==> src/rtl/enc_pkg.sv <==
// Shared encryptor-datapath definitions: UART bit-FSM states, frame width and
// default serial timing reused by both RX and TX sides.
package enc_pkg;

   typedef enum logic [2:0] {
      S_IDLE  = 3'd0,
      S_START = 3'd1,
      S_DATA  = 3'd2,
      S_PAR   = 3'd3,
      S_STOP  = 3'd4
   } uart_state_e;

   localparam int FRAME_W    = 80;
   localparam int CLK_HZ_DEF = 100_000_000;
   localparam int BAUD_DEF   = 9600;

endpackage

==> src/rtl/uart_rx_byte.sv <==
// UART byte receiver: rx synchroniser, baud counter and bit FSM.
// Build option UART_PARITY_EN adds an even-parity bit between DATA and STOP.
//
// state   | meaning
// --------+----------------------------------------------------------
// S_IDLE  | line idle, waiting for a falling edge on rx_s
// S_START | half a bit-time into the start bit, confirm it is still low
// S_DATA  | sample 8 data bits, LSB first, one per DIV clocks
// S_PAR   | sample the parity bit (UART_PARITY_EN builds only)
// S_STOP  | sample the stop bit, report byte_ok or byte_err
module uart_rx_byte
   import enc_pkg::*;
#(
   parameter int CLK_HZ = CLK_HZ_DEF,
   parameter int BAUD   = BAUD_DEF
) (
   input  logic       clk,
   input  logic       rst_n,
   input  logic       rx,
   output logic [7:0] rx_byte,
   output logic       byte_ok,
   output logic       byte_err,
   output logic       rx_idle,
   output logic       rx_fall
);

   localparam int DIV   = CLK_HZ / BAUD;
   localparam int CNT_W = $clog2(DIV);
   localparam logic [CNT_W-1:0] CNT_LAST  = CNT_W'(DIV - 1);
   localparam logic [CNT_W-1:0] HALF_LAST = CNT_W'(DIV / 2 - 1);

   generate
      if (DIV < 4) begin : g_div_check
         $error("uart_rx_byte: CLK_HZ/BAUD must be at least 4");
      end
   endgenerate

   logic rx_meta_q, rx_s_q, rx_prev_q;

   uart_state_e      state_q, state_d;
   logic [CNT_W-1:0] cnt_q, cnt_d;
   logic [2:0]       bit_q, bit_d;
   logic [7:0]       sh_q, sh_d;
   logic             par_err;

   always_ff @(posedge clk or negedge rst_n) begin
      if (!rst_n) begin
         rx_meta_q <= 1'b1;
         rx_s_q    <= 1'b1;
         rx_prev_q <= 1'b1;
      end else begin
         rx_meta_q <= rx;
         rx_s_q    <= rx_meta_q;
         rx_prev_q <= rx_s_q;
      end
   end

   assign rx_fall = rx_prev_q & ~rx_s_q;
   assign rx_idle = (state_q == S_IDLE);
   assign rx_byte = sh_q;

`ifdef UART_PARITY_EN
   logic par_err_q, par_err_d;

   always_ff @(posedge clk or negedge rst_n) begin
      if (!rst_n) par_err_q <= 1'b0;
      else        par_err_q <= par_err_d;
   end

   assign par_err = par_err_q;
`else
   assign par_err = 1'b0;
`endif

   always_ff @(posedge clk or negedge rst_n) begin
      if (!rst_n) begin
         state_q <= S_IDLE;
         cnt_q   <= '0;
         bit_q   <= '0;
         sh_q    <= '0;
      end else begin
         state_q <= state_d;
         cnt_q   <= cnt_d;
         bit_q   <= bit_d;
         sh_q    <= sh_d;
      end
   end

   always_comb begin
      state_d  = state_q;
      cnt_d    = cnt_q;
      bit_d    = bit_q;
      sh_d     = sh_q;
      byte_ok  = 1'b0;
      byte_err = 1'b0;
`ifdef UART_PARITY_EN
      par_err_d = par_err_q;
`endif
      case (state_q)
         S_IDLE: begin
            if (rx_fall) begin
               state_d = S_START;
               cnt_d   = '0;
            end
         end
         S_START: begin
            if (cnt_q == HALF_LAST) begin
               cnt_d   = '0;
               bit_d   = '0;
               state_d = rx_s_q ? S_IDLE : S_DATA;
            end else begin
               cnt_d = cnt_q + 1'b1;
            end
         end
         S_DATA: begin
            if (cnt_q == CNT_LAST) begin
               cnt_d = '0;
               sh_d  = {rx_s_q, sh_q[7:1]};
               bit_d = bit_q + 3'd1;
               if (bit_q == 3'd7) begin
`ifdef UART_PARITY_EN
                  state_d = S_PAR;
`else
                  state_d = S_STOP;
`endif
               end
            end else begin
               cnt_d = cnt_q + 1'b1;
            end
         end
`ifdef UART_PARITY_EN
         S_PAR: begin
            if (cnt_q == CNT_LAST) begin
               cnt_d     = '0;
               // Even parity: the parity bit equals the XOR of the data bits.
               par_err_d = rx_s_q ^ (^sh_q);
               state_d   = S_STOP;
            end else begin
               cnt_d = cnt_q + 1'b1;
            end
         end
`endif
         S_STOP: begin
            if (cnt_q == CNT_LAST) begin
               cnt_d   = '0;
               state_d = S_IDLE;
               if (rx_s_q && !par_err) byte_ok  = 1'b1;
               else                    byte_err = 1'b1;
            end else begin
               cnt_d = cnt_q + 1'b1;
            end
         end
         default: state_d = S_IDLE;
      endcase
   end

endmodule

==> src/rtl/uart_frame_rx.sv <==
// Packs received UART bytes into FRAME_BYTES-byte frames (first byte in the MSBs),
// with an inter-byte idle timeout that discards partial frames.
module uart_frame_rx
   import enc_pkg::*;
#(
   parameter int CLK_HZ       = 100_000_000,
   parameter int BAUD         = 9600,
   parameter int FRAME_BYTES  = FRAME_W / 8,
   parameter int TIMEOUT_BITS = 20
) (
   input  logic                           clk,
   input  logic                           rst_n,
   input  logic                           rx,
   output logic [8*FRAME_BYTES-1:0]       odata,
   output logic                           datavalid,
   output logic                           frame_err,
   output logic [$clog2(FRAME_BYTES)-1:0] byte_cnt
);

   localparam int W       = 8 * FRAME_BYTES;
   localparam int BC_W    = $clog2(FRAME_BYTES);
   localparam int TO_CLKS = TIMEOUT_BITS * (CLK_HZ / BAUD);
   localparam int TO_W    = $clog2(TO_CLKS + 1);
   localparam logic [BC_W-1:0] BC_LAST = BC_W'(FRAME_BYTES - 1);
   localparam logic [TO_W-1:0] TO_LAST = TO_W'(TO_CLKS - 1);

   logic [7:0] rx_byte;
   logic       byte_ok, byte_err, rx_idle, rx_fall;

   uart_rx_byte #(
      .CLK_HZ (CLK_HZ),
      .BAUD   (BAUD)
   ) u_byte (
      .clk      (clk),
      .rst_n    (rst_n),
      .rx       (rx),
      .rx_byte  (rx_byte),
      .byte_ok  (byte_ok),
      .byte_err (byte_err),
      .rx_idle  (rx_idle),
      .rx_fall  (rx_fall)
   );

   // Only the previous FRAME_BYTES-1 bytes need holding; the last one arrives live.
   logic [W-9:0]  acc_q, acc_d;
   logic [W-1:0]  odata_q, odata_d;
   logic          datavalid_q, datavalid_d;
   logic          frame_err_q, frame_err_d;
   logic [BC_W-1:0] byte_cnt_q, byte_cnt_d;
   logic [TO_W-1:0] idle_cnt_q, idle_cnt_d;

   always_ff @(posedge clk or negedge rst_n) begin
      if (!rst_n) begin
         acc_q       <= '0;
         odata_q     <= '0;
         datavalid_q <= 1'b0;
         frame_err_q <= 1'b0;
         byte_cnt_q  <= '0;
         idle_cnt_q  <= '0;
      end else begin
         acc_q       <= acc_d;
         odata_q     <= odata_d;
         datavalid_q <= datavalid_d;
         frame_err_q <= frame_err_d;
         byte_cnt_q  <= byte_cnt_d;
         idle_cnt_q  <= idle_cnt_d;
      end
   end

   always_comb begin
      acc_d       = acc_q;
      odata_d     = odata_q;
      datavalid_d = 1'b0;
      frame_err_d = 1'b0;
      byte_cnt_d  = byte_cnt_q;
      idle_cnt_d  = idle_cnt_q;

      if (byte_err) begin
         frame_err_d = 1'b1;
         byte_cnt_d  = '0;
      end else if (byte_ok) begin
         acc_d = {acc_q[W-17:0], rx_byte};
         if (byte_cnt_q == BC_LAST) begin
            odata_d     = {acc_q, rx_byte};
            datavalid_d = 1'b1;
            byte_cnt_d  = '0;
         end else begin
            byte_cnt_d = byte_cnt_q + 1'b1;
         end
      end

      // A start edge always wins over an expiring timeout.
      if (!rx_idle || byte_cnt_q == '0 || rx_fall) begin
         idle_cnt_d = '0;
      end else if (idle_cnt_q == TO_LAST) begin
         idle_cnt_d = '0;
         byte_cnt_d = '0;
      end else begin
         idle_cnt_d = idle_cnt_q + 1'b1;
      end
   end

   assign odata     = odata_q;
   assign datavalid = datavalid_q;
   assign frame_err = frame_err_q;
   assign byte_cnt  = byte_cnt_q;

endmodule

==> config.mk <==
export PLATFORM = sky130hd
export DESIGN_NAME = uart_frame_rx
export DESIGN_NICKNAME = d
export VERILOG_FILES = /design/src/rtl/enc_pkg.sv /design/src/rtl/uart_rx_byte.sv /design/src/rtl/uart_frame_rx.sv
export SDC_FILE = /design/constraint.sdc
export NUM_CORES = 1
export LEC_CHECK = 0
export ABC_CLOCK_PERIOD_IN_PS = 3120
export CORE_ASPECT_RATIO = 1.2
export CORE_MARGIN = 4
export CORE_UTILIZATION = 57
export CTS_CLUSTER_SIZE = 14
export DETAILED_ROUTE_END_ITERATION = 10
export GPL_TIMING_DRIVEN = 0
export PLACE_DENSITY = 0.8
export SLEW_MARGIN = 15
export SYNTH_ARGS = -nofsm -noshare
export SYNTH_HDL_FRONTEND = slang
export SYNTH_SLANG_ARGS = --single-unit
==> constraint.sdc <==
create_clock -name clk -period 3.12 [get_ports clk]
set_clock_uncertainty 0.05 [all_clocks]
set_input_delay 0.312 -clock clk [delete_from_list [all_inputs] [get_ports clk]]
set_output_delay 0.312 -clock clk [all_outputs]
set_load 0.02 [all_outputs]
==> reports/summary.txt, run 1 <==
Register bit total from synthesis = 207
Share of synthesized registers carrying an async set or reset = 100%
CTS tree = built
Top cells by area, synth = dfrtp_1 (59%), mux2_4 (14%), mux2_2 (10%)
Area grow syn2layout = 21.0%
R2R Setup Slk = 0.23 ns
Sink Count = 207
Die height = 143 um
Vias in the first global route = 5438
Worst Hold Depth = 1
Die area = 0.0173 mm2
Drc violations = 0
Outcome = finished, final reports clean
Critical path capture point type = flip-flop
Final Slew Violations = 0
Maximum number of pins on one net before global-route repair = 108
Reg-to-Reg Start = u_byte.cnt_q[0]
Hold endpoint = u_byte.rx_meta_q
Busiest grt layer = met2
Fillers = 989
DR pass1 iterations = 4
Share of cells above drive strength 1 = 29.0%
Worst Hold Class = primary input to flip-flop
Critical Path RT = 3.44 ns
M3 GR Usage = 3.15%
Yosys warnings = 0
Placer Congestion = 0.885
Root Driver = clkbuf_16
RSZ-0062 raised after global routing = false
Initial Util = 58.0%
Final nets = 722
Sequential area share after synthesis = 59.5%
Final setup violation count = 0
ANT nets after route = 0
Fmax = 0.346 GHz
First-pass GRT wire length = 27900 um
Syn_nets = 610
Total gr overflow = 0
Hpwl dp = 11700 um
WS Path Type = flip-flop to flip-flop
Initial antenna violation count = 0
Ant diodes = 0
Vias/cell = 5.45
Yosys top cell area share = 58.6%
Startpoint Class = flip-flop
CTS HTree Levels = 1
Critical Path AT = 3.21 ns
RR Endpoint = acc_q[66]
PortBufs = 88
Area leader, netlist = dfrtp_1
R2R depth = 7
Die X = 121 um
Core footprint = 0.0150 mm2
Worst-margin pin slew = 0.858 ns
Hold Startpoint = rx
Drt total wl = 16800 um
Met1 Usage GRT = 25.6%
Clk_lat worst skew = 0.48 ns
Post-Layout Cell Count = 932
Final worst slack = 0.227 ns
Post-place setup slack = 0.152 ns
Inserted Clock Buffers = 20
IO Count = 89
CTS resizes = 0
Power Dens Cells = 506 mW/mm2
Hold Fails Final Rpt = 0
Yosys cell types = 50
VDD IR-drop max = 0.417 mV
Final min period = 2.89 ns
Period utilization = 92.7%
CTS Buffer Depth = 3
Mux contribution to synthesized area = 24.6%
Main combinational cell family by area after synthesis = multiplexers
Global-route usage over all layers = 19.8%
Leak pwr = 5.25 nW
Mapped Cells = 603
DRT iter0 DRCs = 313
Post-route total power = 5.33 mW
Mapped Area = 0.00871 mm2
Synth Area in Compound Gates = 2.70%
Post-synth EDFFs = 0
Met2 GRT Util = 35.0%
Syn avg cell area = 14.5 um2
Rows = 49
Slew headroom = 42.2%
Crit-path max FO = 10
CTS clk-pin slew, worst paths = 0.06 ns
Total number of vias = 5082
Top_reg_cell synth = dfrtp_1
Post-Synth Adder-Cell Area = 0.574%
Cell count after placement = 896
XOR/XNOR Fraction of Synth Area = 2.21%
MaxCap Viol Count = 0
Simple-Gate Fraction of Synth Area = 8.17%
Post-DR wirelength/cell = 18.1 um
Setup TNS = 0 ns
[logic make-up after synthesis]
logic type	after synthesis
xor gates and xnor gates	22
AOI/OAI and AO/OA	38
adders and majority gates	4
buffers and inverters	35
DFF	207
muxes	164
and+or+nand+nor	133
[layer usage]
metal	share of wire, %	wire (um)
met5	0	0
met4	1.5	245
met3	4.5	758
met2	52	8700
met1	42	7140
[cells in the mapped netlist (2+ instances only)]
cell type,n
mux2i_1,3
inv_1,9
dfstp_2,3
nor3b_1,4
a21oi_1,10
or3_1,7
nor2b_1,2
and4_1,2
a21o_1,2
o21ai_0,10
nand2b_1,3
nor4_1,5
o22ai_1,3
or4_1,3
nor2_1,32
dfrtp_1,204
xnor2_1,8
o22a_1,2
mux2_2,81
xor2_1,14
and3_1,7
a31oi_1,4
buf_6,8
nand3_1,19
and2_1,4
nand4_1,5
nand2_1,24
nor3_1,6
ha_1,4
mux2_4,80
clkbuf_1,16
[layout by cell type, fill, tap and decap left out, types with 2 or more instances in the layout]
master	count
dfstp_2	3
clkbuf_1	20
and3_1	7
nand3_1	19
ha_1	4
a31oi_1	4
mux2_4	80
a21oi_1	10
xor2_1	14
nor3b_1	4
nor2_1	32
nor2b_1	2
a21o_1	2
clkdlybuf4s50_1	87
clkinv_2	5
o21ai_0	10
nand2b_1	3
clkbuf_8	4
mux2i_1	3
or4_1	3
clkbuf_16	21
buf_6	8
nor3_1	6
or3_1	7
nor4_1	5
and4_1	2
inv_1	9
nand4_1	5
o22ai_1	3
o22a_1	2
nand2_1	24
mux2_2	81
dfrtp_1	204
and2_1	4
xnor2_1	8
[flip-flops by register name, summed over array words and instances, names as in the netlist]
register	count
odata	80
idle_cnt_q	18
datavalid	1
frame_err	1
byte_cnt	4
u_byte.rx_meta_q	1
u_byte.rx_s_q	1
u_byte.cnt_q	14
acc_q	72
u_byte.state_q	3
u_byte.bit_q	3
u_byte.rx_byte	8
u_byte.rx_prev_q	1
[power by group]
part           total [mW]  leakage [nW]  switching, mW  internal, mW
combinational       0.185          2.06          0.114        0.0711
sequential           2.77          2.87         0.0449          2.73
clock                2.38         0.326          0.970          1.41
[per-stage QoR]
step                util, %  cell area (um2)  hold WS, ns
floorplan                 -             8710      -0.0336
global placement       65.6             9850        0.298
detailed placement     65.8             9880        0.298
CTS                    70.2            10500        0.169
global route           70.2            10500        0.175
finish                 70.2            10500        0.182
[layout make-up]
type                            instances  area, um2  area share (%)
Timing Repair Buffer                   90        923            8.76
Clock inverter                          6       55.1           0.522
Inverter                                9       33.8           0.320
Clock buffer                           29        596            5.65
Sequential cell                       207       5180            49.2
Buffer                                 26        163            1.54
Tap cell                              204        255            2.42
Multi-Input combinational cell        361       3330            31.6
[how the worst max path moves through the flow]
stage	from	end	slack (ns)
detailed placement	u_byte.cnt_q[0]	acc_q[65]	0.15
finish	u_byte.cnt_q[0]	acc_q[66]	0.23
global route	u_byte.cnt_q[0]	acc_q[63]	0.04
global placement	rst_n	acc_q[3]	-6.47
CTS	u_byte.cnt_q[0]	acc_q[65]	0.15
floorplan	u_byte.cnt_q[0]	odata[0]	0.57
[what timing repair did]
action                    in CTS  in global routing
hold buffers                   1                  0
hold endpoints to repair      97                  0
setup buffers                  0                  0
[worst max-delay path: stages (launching register included)]
cell,delay (ns)
dfrtp_1,0.41
ha_1,0.26
and4bb_2,0.28
nand4_2,0.14
or4_1,0.14
clkbuf_1,0.49
clkbuf_1,0.58
mux2_2,0.41
Power figures use the tool's default switching activity.
==> inputs of run 2 (changes only) <==
- ABC_CLOCK_PERIOD_IN_PS: 3120 -> 2800
- clock period: 3.12 -> 2.8 ns (I/O delays scaled with it)
==> run 2 against run 1 <==
Effect of this change:
- maximum frequency rose by 6.3%
- combinational power rose by 37%
- via count rose by 0.83%
- core utilization rose by 0.33 points
- flip-flop and latch count did not move
- non-clock buffer count rose by 3
- sequential power rose by 12%
==> reports/summary.txt, run 2 (synthesized netlist as in run 1, its figures left out) <==
Outcome = finished, final reports clean
Final nets = 725 (+0.42%)
First-pass GRT wire length = 27900 um (about the same)
Hold Startpoint = rx
Die height = 143 um (unchanged)
Sink Count = 207 (unchanged)
Fmax = 0.367 GHz (+6.3%)
CTS HTree Levels = 1 (unchanged)
IO Count = 89 (unchanged)
Startpoint Class = flip-flop
Commonest non-fill, non-tap cells in the layout = dfrtp_1 (204), clkdlybuf4s50_1 (87), mux2_2 (81)
RR Endpoint = odata[58]
Post-DR wirelength/cell = 18.1 um (about the same)
CTS Buffer Depth = 3 (unchanged)
R2R Setup Slk = 0.08 ns (-0.15 ns)
Crit path max-delay family = simple AND/OR/NAND/NOR gates
VDD IR-drop max = 0.466 mV (+12%)
Initial Util = 58.0% (unchanged)
Slew headroom = 40.3% (-1.9 points)
Hpwl dp = 11700 um (unchanged)
Final setup violation count = 0 (unchanged)
Post-Layout Cell Count = 935 (+0.32%)
Global-route usage over all layers = 19.8% (about the same)
Rows = 49 (unchanged)
Drc violations = 0 (unchanged)
Internal = 4.72 mW (+12%)
Gate power share = 4.2% (+0.7 points)
Core footprint = 0.0150 mm2 (unchanged)
Leak pwr = 5.28 nW (+0.47%)
CP bufs+invs = 2 (unchanged)
Inserted Clock Buffers = 20 (unchanged)
CP peak stage delay = 0.44 ns (-0.14 ns)
Total number of vias = 5124 (+0.83%)
Hold slack final = 0.151 ns (-0.0313 ns)
Ant diodes = 0 (unchanged)
Reg-to-Reg Start = u_byte.cnt_q[0]
MaxCap Viol Count = 0 (unchanged)
Power Dens Cells = 566 mW/mm2 (+12%)
Most common cell on crit path = or4_1
CP max-delay cell = or4_1
Clock Power Share = 44.2% (-0.4 points)
CTS clk-pin slew, worst paths = 0.06 ns (about the same)
Root Driver = clkbuf_16
Worst Hold Class = primary input to flip-flop
Initial antenna violation count = 0 (unchanged)
Total gr overflow = 0 (unchanged)
Critical path capture point type = flip-flop
R2R depth = 8 (+1)
Crit-path max FO = 10 (unchanged)
Sw Share = 21.3% (+0.11 points)
Hold endpoint = u_byte.rx_meta_q
Worst Hold Depth = 1 (unchanged)
DRT iter0 DRCs = 311 (-0.64%)
WS Path Type = flip-flop to flip-flop
Die area = 0.0173 mm2 (unchanged)
Placer Congestion = 0.885 (unchanged)
Switching pwr = 1.28 mW (+13%)
Critical Path AT = 3.03 ns (-0.18 ns)
Setup TNS = 0 ns (unchanged)
Commonest non-fill, non-tap cell in the layout = dfrtp_1
Period utilization = 97.2% (+4.5 points)
Drt total wl = 16900 um (+0.37%)
Cell count after placement = 896 (unchanged)
Flop pwr share = 51.6% (-0.4 points)
PortBufs = 88 (unchanged)
Share of cells above drive strength 1 = 29.8% (+0.84 points)
Worst-margin pin slew = 0.887 ns (+0.0287 ns)
Maximum number of pins on one net before global-route repair = 108 (unchanged)
Clk_lat worst skew = 0.48 ns (about the same)
Vias in the first global route = 5443 (+0.092%)
Critical Path RT = 3.11 ns (-0.33 ns)
Hold Fails Final Rpt = 0 (unchanged)
ANT nets after route = 0 (unchanged)
Critical path cell sequence = ha_4 > and4bb_2 > nand4_4 > or4_1 > or4_1 > buf_4 > buf_6 > mux2_4
Die X = 121 um (unchanged)
Vias/cell = 5.48 (+0.50%)
DR pass1 iterations = 4 (unchanged)
CTS tree = built
Final Slew Violations = 0 (unchanged)
Final min period = 2.72 ns (-0.172 ns)
Area grow syn2layout = 21.6%
Max FFs per register = 80 (unchanged)
==> run 2: layout make-up <==
class / instances / area (um2)
timing repair buffer: 94 / 953
inverter: 9 / 33.8
tap: 204 / 255
clock inverter: 6 / 55.1
multi-input combinational: 361 / 3350
sequential: 207 / 5180
clock buffer: 29 / 596
buffer: 25 / 161
fill: 985 / 4430
==> run 2: worst max path at each step <==
stage / from / end / slack [ns] / cells after the start
2_1_floorplan: u_byte.cnt_q[0] / odata[0] / 0.25 / 8
3_3_place_gp: rst_n / acc_q[3] / -6.76 / 1
3_5_place_dp: u_byte.cnt_q[0] / acc_q[65] / -0.17 / 7
4_1_cts: u_byte.cnt_q[1] / odata[3] / 0.03 / 8
5_1_grt: u_byte.cnt_q[0] / odata[2] / -0.001 / 8
6_report: u_byte.cnt_q[0] / odata[58] / 0.08 / 8
==> run 2: layer usage <==
layer	vias up	GRT usage [%]	part of all wire (%)
li1	2374	-	-
met1	2584	25.6	42
met2	141	35.0	51
met3	25	3.15	4.7
met4	0	5.31	1.6
met5	-	0	0
==> run 2: power by group through the flow <==
stage / clock network (mW) / logic [mW] / registers (mW)
after global placement: 0 / 0.194 / 3.14
final: 2.65 / 0.253 / 3.09
after detailed placement: 0 / 0.209 / 3.14
after floorplan: 0 / 0.119 / 3.13
after global routing: 2.82 / 0.293 / 3.10
after CTS: 2.69 / 0.223 / 3.09
==> run 2: what timing repair did <==
action                                  CTS  global route
gates resized for setup                   3             2
pin swaps                                 0             0
endpoints found under the hold margin    97             0
endpoints found under the setup margin  137            80
buffers inserted                          1             3
hold buffers                              1             0
==> run 2: worst register-to-register path: cells and delay by family, from the launching register on <==
kind                     cells  cell delay, ns
multiplexers                 1            0.31
buffers and inverters        2            0.39
adder cells (fa/ha/maj)      1            0.17
flip-flops                   1            0.40
AND/OR/NAND/NOR              4            1.28
==> run 2: through the flow <==
step | worst slack (ns) | utilization [%] | cell area, um2 | total power [mW]
after floorplan | 0.251 | - | 8710 | 3.25
after global placement | -6.76 | 65.6 | 9850 | 3.33
after detailed placement | -0.168 | 65.8 | 9880 | 3.35
after CTS | 0.0257 | 70.3 | 10600 | 6.00
after global routing | -0.00121 | 70.5 | 10600 | 6.22
final | 0.0788 | 70.5 | 10600 | 6.00
